==> config.mk <==
export PLATFORM = sky130hd
export DESIGN_NAME = regfile_sched
export DESIGN_NICKNAME = d
export VERILOG_FILES = /design/src/rtl/regfile_sched.sv
export SDC_FILE = /design/constraint.sdc
export NUM_CORES = 1
export LEC_CHECK = 0
export ABC_AREA = 1
export BUFFER_PORTS_ARGS = -buffer_cell sky130_fd_sc_hd__buf_2
export CAP_MARGIN = 20
export CELL_PAD_IN_SITES_DETAIL_PLACEMENT = 0
export CELL_PAD_IN_SITES_GLOBAL_PLACEMENT = 2
export CORE_UTILIZATION = 28
export DETAILED_ROUTE_END_ITERATION = 6
export PLACE_DENSITY = 0.87
export RECOVER_POWER = 25
export SETUP_SLACK_MARGIN = 0.5
export SYNTH_ARGS = -nofsm -noshare
export SYNTH_HDL_FRONTEND = slang
export SYNTH_SLANG_ARGS = --single-unit
==> constraint.sdc <==
create_clock -name sys_clk -period 9 [get_ports sys_clk]
set_input_delay 1.8 -clock sys_clk [delete_from_list [all_inputs] [get_ports sys_clk]]
set_output_delay 1.8 -clock sys_clk [all_outputs]
set_load 0.02 [all_outputs]
==> src/rtl/regfile_sched.sv <==
// regfile_sched: access scheduler for a 64x32 dual-port synchronous register file.
// Port A serves ALU writeback and operand A reads. Port B is shared by host
// access, the load-writeback queue and operand B reads.
// Optional scoreboard (stalls reads of registers with outstanding loads) is
// enabled by defining REGSCHED_SCOREBOARD_EN.
module regfile_sched #(
  parameter int unsigned LDQ_DEPTH    = 4,
  parameter int unsigned HOST_MAXWAIT = 8
) (
  input  logic        sys_clk,
  input  logic        resetl,
  input  logic        rd_req,
  input  logic [5:0]  rd_a,
  input  logic [5:0]  rd_b,
  output logic        rd_gnt,
  output logic        rd_valid,
  output logic [31:0] rd_qa,
  output logic [31:0] rd_qb,
  input  logic        alu_we,
  input  logic [5:0]  alu_wa,
  input  logic [31:0] alu_wd,
  input  logic        ld_issue,
  input  logic [5:0]  ld_dst,
  input  logic        ld_we,
  input  logic [5:0]  ld_wa,
  input  logic [31:0] ld_wd,
  output logic        ld_full,
  output logic [63:0] sb_busy,
  input  logic        host_req,
  input  logic        host_wr,
  input  logic [5:0]  host_addr,
  input  logic [31:0] host_wd,
  output logic        host_ack,
  output logic [31:0] host_rd,
  output logic        nwea,
  output logic        clka,
  output logic [5:0]  aa,
  output logic [31:0] da,
  output logic        nweb,
  output logic        clkb,
  output logic [5:0]  ab,
  output logic [31:0] db,
  input  logic [31:0] qa,
  input  logic [31:0] qb
);

  localparam int unsigned PTR_W  = (LDQ_DEPTH > 1) ? $clog2(LDQ_DEPTH) : 1;
  localparam int unsigned CNT_W  = PTR_W + 1;
  localparam int unsigned WAIT_W = (HOST_MAXWAIT > 0) ? $clog2(HOST_MAXWAIT + 1) : 1;

  // Load-writeback queue storage and pointers
  logic [5:0]        ldq_wa_q [LDQ_DEPTH];
  logic [31:0]       ldq_wd_q [LDQ_DEPTH];
  logic [PTR_W-1:0]  wr_ptr_q, wr_ptr_d;
  logic [PTR_W-1:0]  rd_ptr_q, rd_ptr_d;
  logic [CNT_W-1:0]  cnt_q, cnt_d;

  logic [WAIT_W-1:0] host_wait_q, host_wait_d;
  logic              host_ack_q, host_ack_d;
  logic              rd_valid_q, rd_valid_d;

  logic        q_empty, q_full;
  logic [5:0]  head_wa;
  logic [31:0] head_wd;
  logic        head_conflict;
  logic        host_pend, host_urgent, host_gnt;
  logic        rd_gnt_c, b_queue, drain, push;
  logic        sb_hit;

  assign q_empty       = (cnt_q == '0);
  assign q_full        = (cnt_q == CNT_W'(LDQ_DEPTH));
  assign head_wa       = ldq_wa_q[rd_ptr_q];
  assign head_wd       = ldq_wd_q[rd_ptr_q];
  assign head_conflict = alu_we & (alu_wa == head_wa);

  // A request seen in its own ack cycle is the one just served, not a new one.
  assign host_pend   = resetl & host_req & ~host_ack_q;
  assign host_urgent = host_pend & (host_wait_q == WAIT_W'(HOST_MAXWAIT));

`ifdef REGSCHED_SCOREBOARD_EN
  logic [63:0] sb_q, sb_d;
  assign sb_hit  = sb_q[rd_a] | sb_q[rd_b];
  assign sb_busy = sb_q;
`else
  logic unused_ld_issue;
  assign unused_ld_issue = ^{ld_issue, ld_dst};
  assign sb_hit  = 1'b0;
  assign sb_busy = '0;
`endif

  // Port B arbitration: urgent host > full queue > operand read > queue > host.
  // A queue head blocked by a same-address ALU write leaves port B idle.
  assign rd_gnt_c = resetl & rd_req & ~alu_we & ~host_urgent & ~q_full & ~sb_hit;
  assign b_queue  = ~host_urgent & ~rd_gnt_c & ~q_empty;
  assign drain    = resetl & b_queue & ~head_conflict;
  assign host_gnt = host_urgent | (~rd_gnt_c & q_empty & host_pend);
  assign push     = resetl & ld_we & (~q_full | drain);

  assign rd_gnt   = rd_gnt_c;
  assign rd_valid = rd_valid_q;
  assign rd_qa    = qa;
  assign rd_qb    = qb;
  assign ld_full  = q_full;
  assign host_ack = host_ack_q;
  assign host_rd  = qb;

  // Port A: ALU writeback wins over operand A read; idle during reset
  always_comb begin
    clka = 1'b0;
    nwea = 1'b1;
    aa   = '0;
    da   = '0;
    if (resetl && alu_we) begin
      clka = 1'b1;
      nwea = 1'b0;
      aa   = alu_wa;
      da   = alu_wd;
    end else if (rd_gnt_c) begin
      clka = 1'b1;
      aa   = rd_a;
    end
  end

  // Port B: drive whichever requester won arbitration
  always_comb begin
    clkb = 1'b0;
    nweb = 1'b1;
    ab   = '0;
    db   = '0;
    if (host_gnt) begin
      clkb = 1'b1;
      nweb = ~host_wr;
      ab   = host_addr;
      db   = host_wd;
    end else if (drain) begin
      clkb = 1'b1;
      nweb = 1'b0;
      ab   = head_wa;
      db   = head_wd;
    end else if (rd_gnt_c) begin
      clkb = 1'b1;
      ab   = rd_b;
    end
  end

  // Next-state for queue pointers, host wait counter and response strobes
  always_comb begin
    wr_ptr_d    = push  ? wr_ptr_q + PTR_W'(1) : wr_ptr_q;
    rd_ptr_d    = drain ? rd_ptr_q + PTR_W'(1) : rd_ptr_q;
    cnt_d       = cnt_q + CNT_W'(push) - CNT_W'(drain);
    host_wait_d = host_wait_q;
    if (host_gnt) begin
      host_wait_d = '0;
    end else if (host_pend && (host_wait_q != WAIT_W'(HOST_MAXWAIT))) begin
      host_wait_d = host_wait_q + WAIT_W'(1);
    end
    rd_valid_d = rd_gnt_c;
    host_ack_d = host_gnt;
  end

  // Control state registers
  always_ff @(posedge sys_clk or negedge resetl) begin
    if (!resetl) begin
      wr_ptr_q    <= '0;
      rd_ptr_q    <= '0;
      cnt_q       <= '0;
      host_wait_q <= '0;
      rd_valid_q  <= 1'b0;
      host_ack_q  <= 1'b0;
    end else begin
      wr_ptr_q    <= wr_ptr_d;
      rd_ptr_q    <= rd_ptr_d;
      cnt_q       <= cnt_d;
      host_wait_q <= host_wait_d;
      rd_valid_q  <= rd_valid_d;
      host_ack_q  <= host_ack_d;
    end
  end

  // Queue payload storage; contents are only meaningful below cnt_q
  always_ff @(posedge sys_clk) begin
    if (push) begin
      ldq_wa_q[wr_ptr_q] <= ld_wa;
      ldq_wd_q[wr_ptr_q] <= ld_wd;
    end
  end

`ifdef REGSCHED_SCOREBOARD_EN
  // Scoreboard update: drain clears, issue sets, set applied last so it wins
  always_comb begin
    sb_d = sb_q;
    if (drain) sb_d[head_wa] = 1'b0;
    if (ld_issue) sb_d[ld_dst] = 1'b1;
  end

  // Scoreboard register
  always_ff @(posedge sys_clk or negedge resetl) begin
    if (!resetl) sb_q <= '0;
    else         sb_q <= sb_d;
  end
`endif

endmodule
=== Word-level counts from Yosys, hierarchy flattened ===
Memories as Yosys holds them, arrays and structs flattened.
Index checks and enable logic that the tools add are counted.
W data, S select, Z words.

* RAM bits: 152
* Memories: 2
* Flip-flop bits (word level): 13
* Input bits: 204
* Output and inout port bits: 244

{| class="wikitable"
|+ Memories
! name !! words !! bits a word !! read ports !! clocked after memory_dff !! write ports !! line !! text
|-
| ldq_wd_q || 4 || 32 || 1 || 0 || 1 || 53 || <nowiki>logic [31:0] ldq_wd_q [LDQ_DEPTH];</nowiki>
|-
| ldq_wa_q || 4 || 6 || 1 || 0 || 1 || 52 || <nowiki>logic [5:0] ldq_wa_q [LDQ_DEPTH];</nowiki>
|}

* Bitwise logic cells: 26
* $add $sub $neg: 5
* Multiplexer cells: 19
* Reductions and logical operators: 4
* Eq/ne operators: 4

{| class="wikitable"
|+ Operators by type and width
! operator !! count
|-
| $mux W32 || 3
|-
| $mux W6 || 5
|-
| $and A1 B1 Y1 || 16
|-
| $mux W1 || 9
|-
| $mux W4 || 2
|-
| $not A1 Y1 || 8
|-
| $eq A6 B6 Y1 || 1
|-
| $add A2 B1 Y2 const B || 2
|-
| $add A4 B1 Y4 const B || 1
|-
| $eq A4 B4 Y1 const B || 1
|-
| $ne A4 B4 Y1 const B || 1
|-
| $add A3 B1 Y3 || 1
|-
| $eq A3 B3 Y1 const B || 1
|-
| $logic_not A3 Y1 || 1
|-
| $sub A3 B1 Y3 || 1
|-
| $logic_and A1 B1 Y1 || 2
|-
| $or A1 B1 Y1 || 2
|-
| $reduce_bool A2 Y1 || 1
|}

=== Logic depth before layout (Yosys ltp) ===
* Depth in word-level cells: 15
* Mapped depth: 17

=== Worst setup path before layout ===
Ideal clock, no wire load.

* Kind: in2out
* Start point: input host_req
* End point: output nweb
* Data arrival time: 3.104 ns
* Stages: 6
* Path buffers: 0
* Data required time: 7.200 ns
* Slack: 4.096 ns
* Path through: nand2_1 -> nor2_1 -> inv_1 -> o31ai_2 -> inv_1 -> o21ai_0

* Word-level cells in the longest chain between the ends: 13
* Elaborated cells between the ends (all ways): 16

{| class="wikitable"
|+ RTL lines
! element !! line !! text
|-
| start: declaration || 29 || <nowiki>input logic host_req,</nowiki>
|-
| $and A1 B1 Y1 * (2 in series) || 77 || <nowiki>assign host_pend = resetl & host_req & ~host_ack_q;</nowiki>
|-
| $and A1 B1 Y1 || 78 || <nowiki>assign host_urgent = host_pend & (host_wait_q == WAIT_W'(HOST_MAXWAIT));</nowiki>
|-
| $not A1 Y1 || 93, 94 ||
|-
| $and A1 B1 Y1 (2 in series) || 93 || <nowiki>assign rd_gnt_c = resetl & rd_req & ~alu_we & ~host_urgent & ~q_full & ~sb_hit;</nowiki>
|-
| $not A1 Y1 || 94, 96 ||
|-
| $and A1 B1 Y1 (2 in series) || 94 || <nowiki>assign b_queue = ~host_urgent & ~rd_gnt_c & ~q_empty;</nowiki>
|-
| $and A1 B1 Y1 (2 in series) || 95 || <nowiki>assign drain = resetl & b_queue & ~head_conflict;</nowiki>
|-
| $mux W1 || 135 || <nowiki>end else if (drain) begin</nowiki>
|-
| $mux W1 * || 130 || <nowiki>if (host_gnt) begin</nowiki>
|-
| end: declaration || 39 || <nowiki>output logic nweb,</nowiki>
|}

Every way passes the cells marked *; elsewhere a longest branch is shown, timed or not.

=== Worst setup path in the final report ===
* Start point: input resetl
* End point: output nweb

* Word-level cells in the longest chain between the ends: 13
* Elaborated cells between the ends (all ways): 18

{| class="wikitable"
|+ RTL lines
! element !! line !! text
|-
| start: declaration || 11 || <nowiki>input logic resetl,</nowiki>
|-
| $and A1 B1 Y1 (2 in series) || 77 ||
|-
| $and A1 B1 Y1 || 78 ||
|-
| $not A1 Y1 || 93, 94 ||
|-
| $and A1 B1 Y1 (2 in series) || 93 ||
|-
| $not A1 Y1 || 94, 96 ||
|-
| $and A1 B1 Y1 (2 in series) || 94 ||
|-
| $and A1 B1 Y1 (2 in series) || 95 ||
|-
| $mux W1 || 135 ||
|-
| $mux W1 * || 130 ||
|}

Marked as above.

==> results.sh <==
export IMPL_wl_met1_um=8650
export IMPL_path_class="in2out"
export IMPL_slew_viol_final=0
export IMPL_rows=63
export IMPL_gp_congestion=0.759
export IMPL_final_common_cell="nand2_1"
export IMPL_ff2ff_setup_slack_ps=5180
export IMPL_cts_made_buffers=17
export IMPL_ios=448
export IMPL_startpoint_type="input port"
export IMPL_clock_path_buffers=2
export IMPL_finalSetupTns_ps=0
export IMPL_wl_met2_um=12600
export IMPL_grt_pass1_wl_um=35300
export IMPL_synthCells=840
export IMPL_avgSynthCellArea_um2=10.2
export IMPL_top_layer_used="met5"
export IMPL_grt_start_max_net_pins=79
export IMPL_hpwl_um=18600
export IMPL_htreeDepth=4
export IMPL_period_share_pct=70.0
export IMPL_syn_area_um2=8530
export IMPL_root_buffer="clkbuf_16"
export IMPL_wl_um=25300
export IMPL_drt_first_pass_iters=6
export IMPL_final_setup_skew_ps=15.5
export IMPL_numPortBuffers=216
export IMPL_synth_yosys_seq_area_share_pct=57.3
export IMPL_die_w_um=177
export IMPL_grt_pass1_vias=5447
export IMPL_cp_slowest_cell="clkbuf_1"
export IMPL_numClockSinks=165
export IMPL_wl_per_cell_um=18.7
export IMPL_critPathRequiredTime_ps=7200
export IMPL_layout_drive_gt1_share_pct=24.5
export IMPL_arrival_ps=4500
export IMPL_track_usage_pct=16.0
export IMPL_critPathMaxFanout=41
export IMPL_hold_violations=0
export IMPL_relSlewSlack_pct=23.6
export IMPL_final_cell_count_no_fill=1354
export IMPL_post_cts_buffers=0
export IMPL_coreArea_um2=29800
export IMPL_vias_per_cell=4.27
export IMPL_ys_warn_count=0
export IMPL_crit_top_cell="inv_1"
export IMPL_clock_latency_ps=420
export IMPL_cts_hold_buf=0
export IMPL_drt_iter0_markers=243
export IMPL_area_growth_pct=13.6
export IMPL_cp_cell_sequence="clkbuf_1 > nand2_1 > nor2_1 > inv_1 > o31ai_4 > buf_4 > inv_1 > o21ai_0 > buf_2"
export IMPL_num_vias=5787
export IMPL_p_leak_nw=4.14
export IMPL_hp_class="reg2reg"
export IMPL_cap_violations=0
export IMPL_ys_seq_elements=165
export IMPL_p_total_mw=2.75
export IMPL_ir_drop_uv=240
export IMPL_rsz0062_at_grt="false"
export IMPL_setup_worst_path_end_class="output pin"
export IMPL_ant_nets=0
export IMPL_nNetsFinal=1164
export IMPL_tritoncts="built"
export IMPL_wl_met3_um=3220
export IMPL_start_util_pct=28.6
export IMPL_drc=0
export IMPL_die_h_um=177
export IMPL_status="finished clean"
export IMPL_grt_overflow=0
export IMPL_die_area_um2=31200
export IMPL_powerDensity_nw_per_um2=284
export IMPL_cts_resized=0
export IMPL_path_clk_slew_ps=70
export IMPL_final_cell_mix="nand2_1, buf_2, edfxtp_1"
export IMPL_worst_pin_slew_ps=1150
export IMPL_fmax_ghz=0.159
export IMPL_synth_cell_type_count=27
export IMPL_antenna_found_initial=4
export IMPL_cpPeakStageDelay_ps=820
export IMPL_setup_violations_final=0
export IMPL_finalCriticalPeriod_ps=6300
export IMPL_placed_cells=1322
power by group:
| group | total (mW) | switching, mW | leakage (nW) | internal, mW |
|---|---|---|---|---|
| logic | 0.995 | 0.679 | 2.29 | 0.316 |
| registers | 0.971 | 0.0355 | 1.54 | 0.935 |
| clock network | 0.782 | 0.309 | 0.310 | 0.473 |
layout make-up:
class / count / area [um2]
fillers: 3093 / 20100
flip-flops and latches: 165 / 4890
multi-input cells: 480 / 2320
repair buffers: 226 / 1120
well taps: 390 / 488
clock buffers: 17 / 425
inverters: 61 / 229
clock inverters: 14 / 211
diodes: 1 / 2.50
flip-flops by register name, indices dropped and copies added (netlist names):
register	flops
cnt_q	3
host_ack	1
host_wait_q	4
ldq_wa_q	24
ldq_wd_q	128
rd_ptr_q	2
rd_valid	1
wr_ptr_q	2
cell usage after synthesis (all sizes together):
master | number | share of area (%)
nand2 | 209 | 9.2
conb | 1 | 0.044
nand3b | 1 | 0.088
buf | 179 | 15
a32o | 32 | 3.8
o31ai | 1 | 0.15
fa | 1 | 0.23
inv | 61 | 2.7
dfrtp | 13 | 3.8
a21oi | 35 | 2.1
nor2 | 45 | 2.0
xor2 | 3 | 0.31
nor3 | 1 | 0.059
xnor2 | 1 | 0.10
o21ai | 42 | 2.5
o211ai | 2 | 0.18
clkbuf | 18 | 0.79
edfxtp | 152 | 54
ha | 8 | 1.2
nand3 | 35 | 2.1
worst max-delay path: cells and delay by family:
kind            cells  cell delay (ps)
buf+inv             5             1820
simple gates        2              460
compound gates      2              410
cell families after synthesis:
group,Yosys count,share of synthesized area [%]
buf+inv,258,18.7
other cells,1,0.0440
compound gates,112,8.64
simple gates,291,13.4
fa+ha+maj,9,1.41
xor+xnor,4,0.411
flops,165,57.3
worst paths after layout:
kind | from | end | depth (start not counted)
max in group asynchronous | resetl | rd_ptr_q[0] | 1
max | resetl | nweb | 9
min reg2reg | host_wait_q[3] | host_wait_q[3] | 2
min in group asynchronous | resetl | wr_ptr_q[0] | 1
min | host_wait_q[3] | host_wait_q[3] | 2
max reg2reg | rd_ptr_q[1] | cnt_q[2] | 15
metrics by stage:
| stage | hold WS, ps | util (%) | area, um2 | setup WS [ps] |
|---|---|---|---|---|
| after CTS | 537 | 32.6 | 9720 | 3050 |
| after global routing | 578 | 32.5 | 9690 | 2230 |
| final | 533 | 32.5 | 9690 | 2700 |
| after global placement | 513 | 30.5 | 9090 | 3060 |
| after detailed placement | 520 | 30.5 | 9090 | 3050 |
| after floorplan | 489 | - | 8760 | 4100 |
routing by layer:
metal  GRT usage (%)  vias to the layer above
met4            6.25                        6
met2            27.9                      306
li1                -                     2813
met1            15.3                     2635
met3            8.98                       27
met5            2.08                        -
No activity file was read; power rests on OpenSTA's default activity.
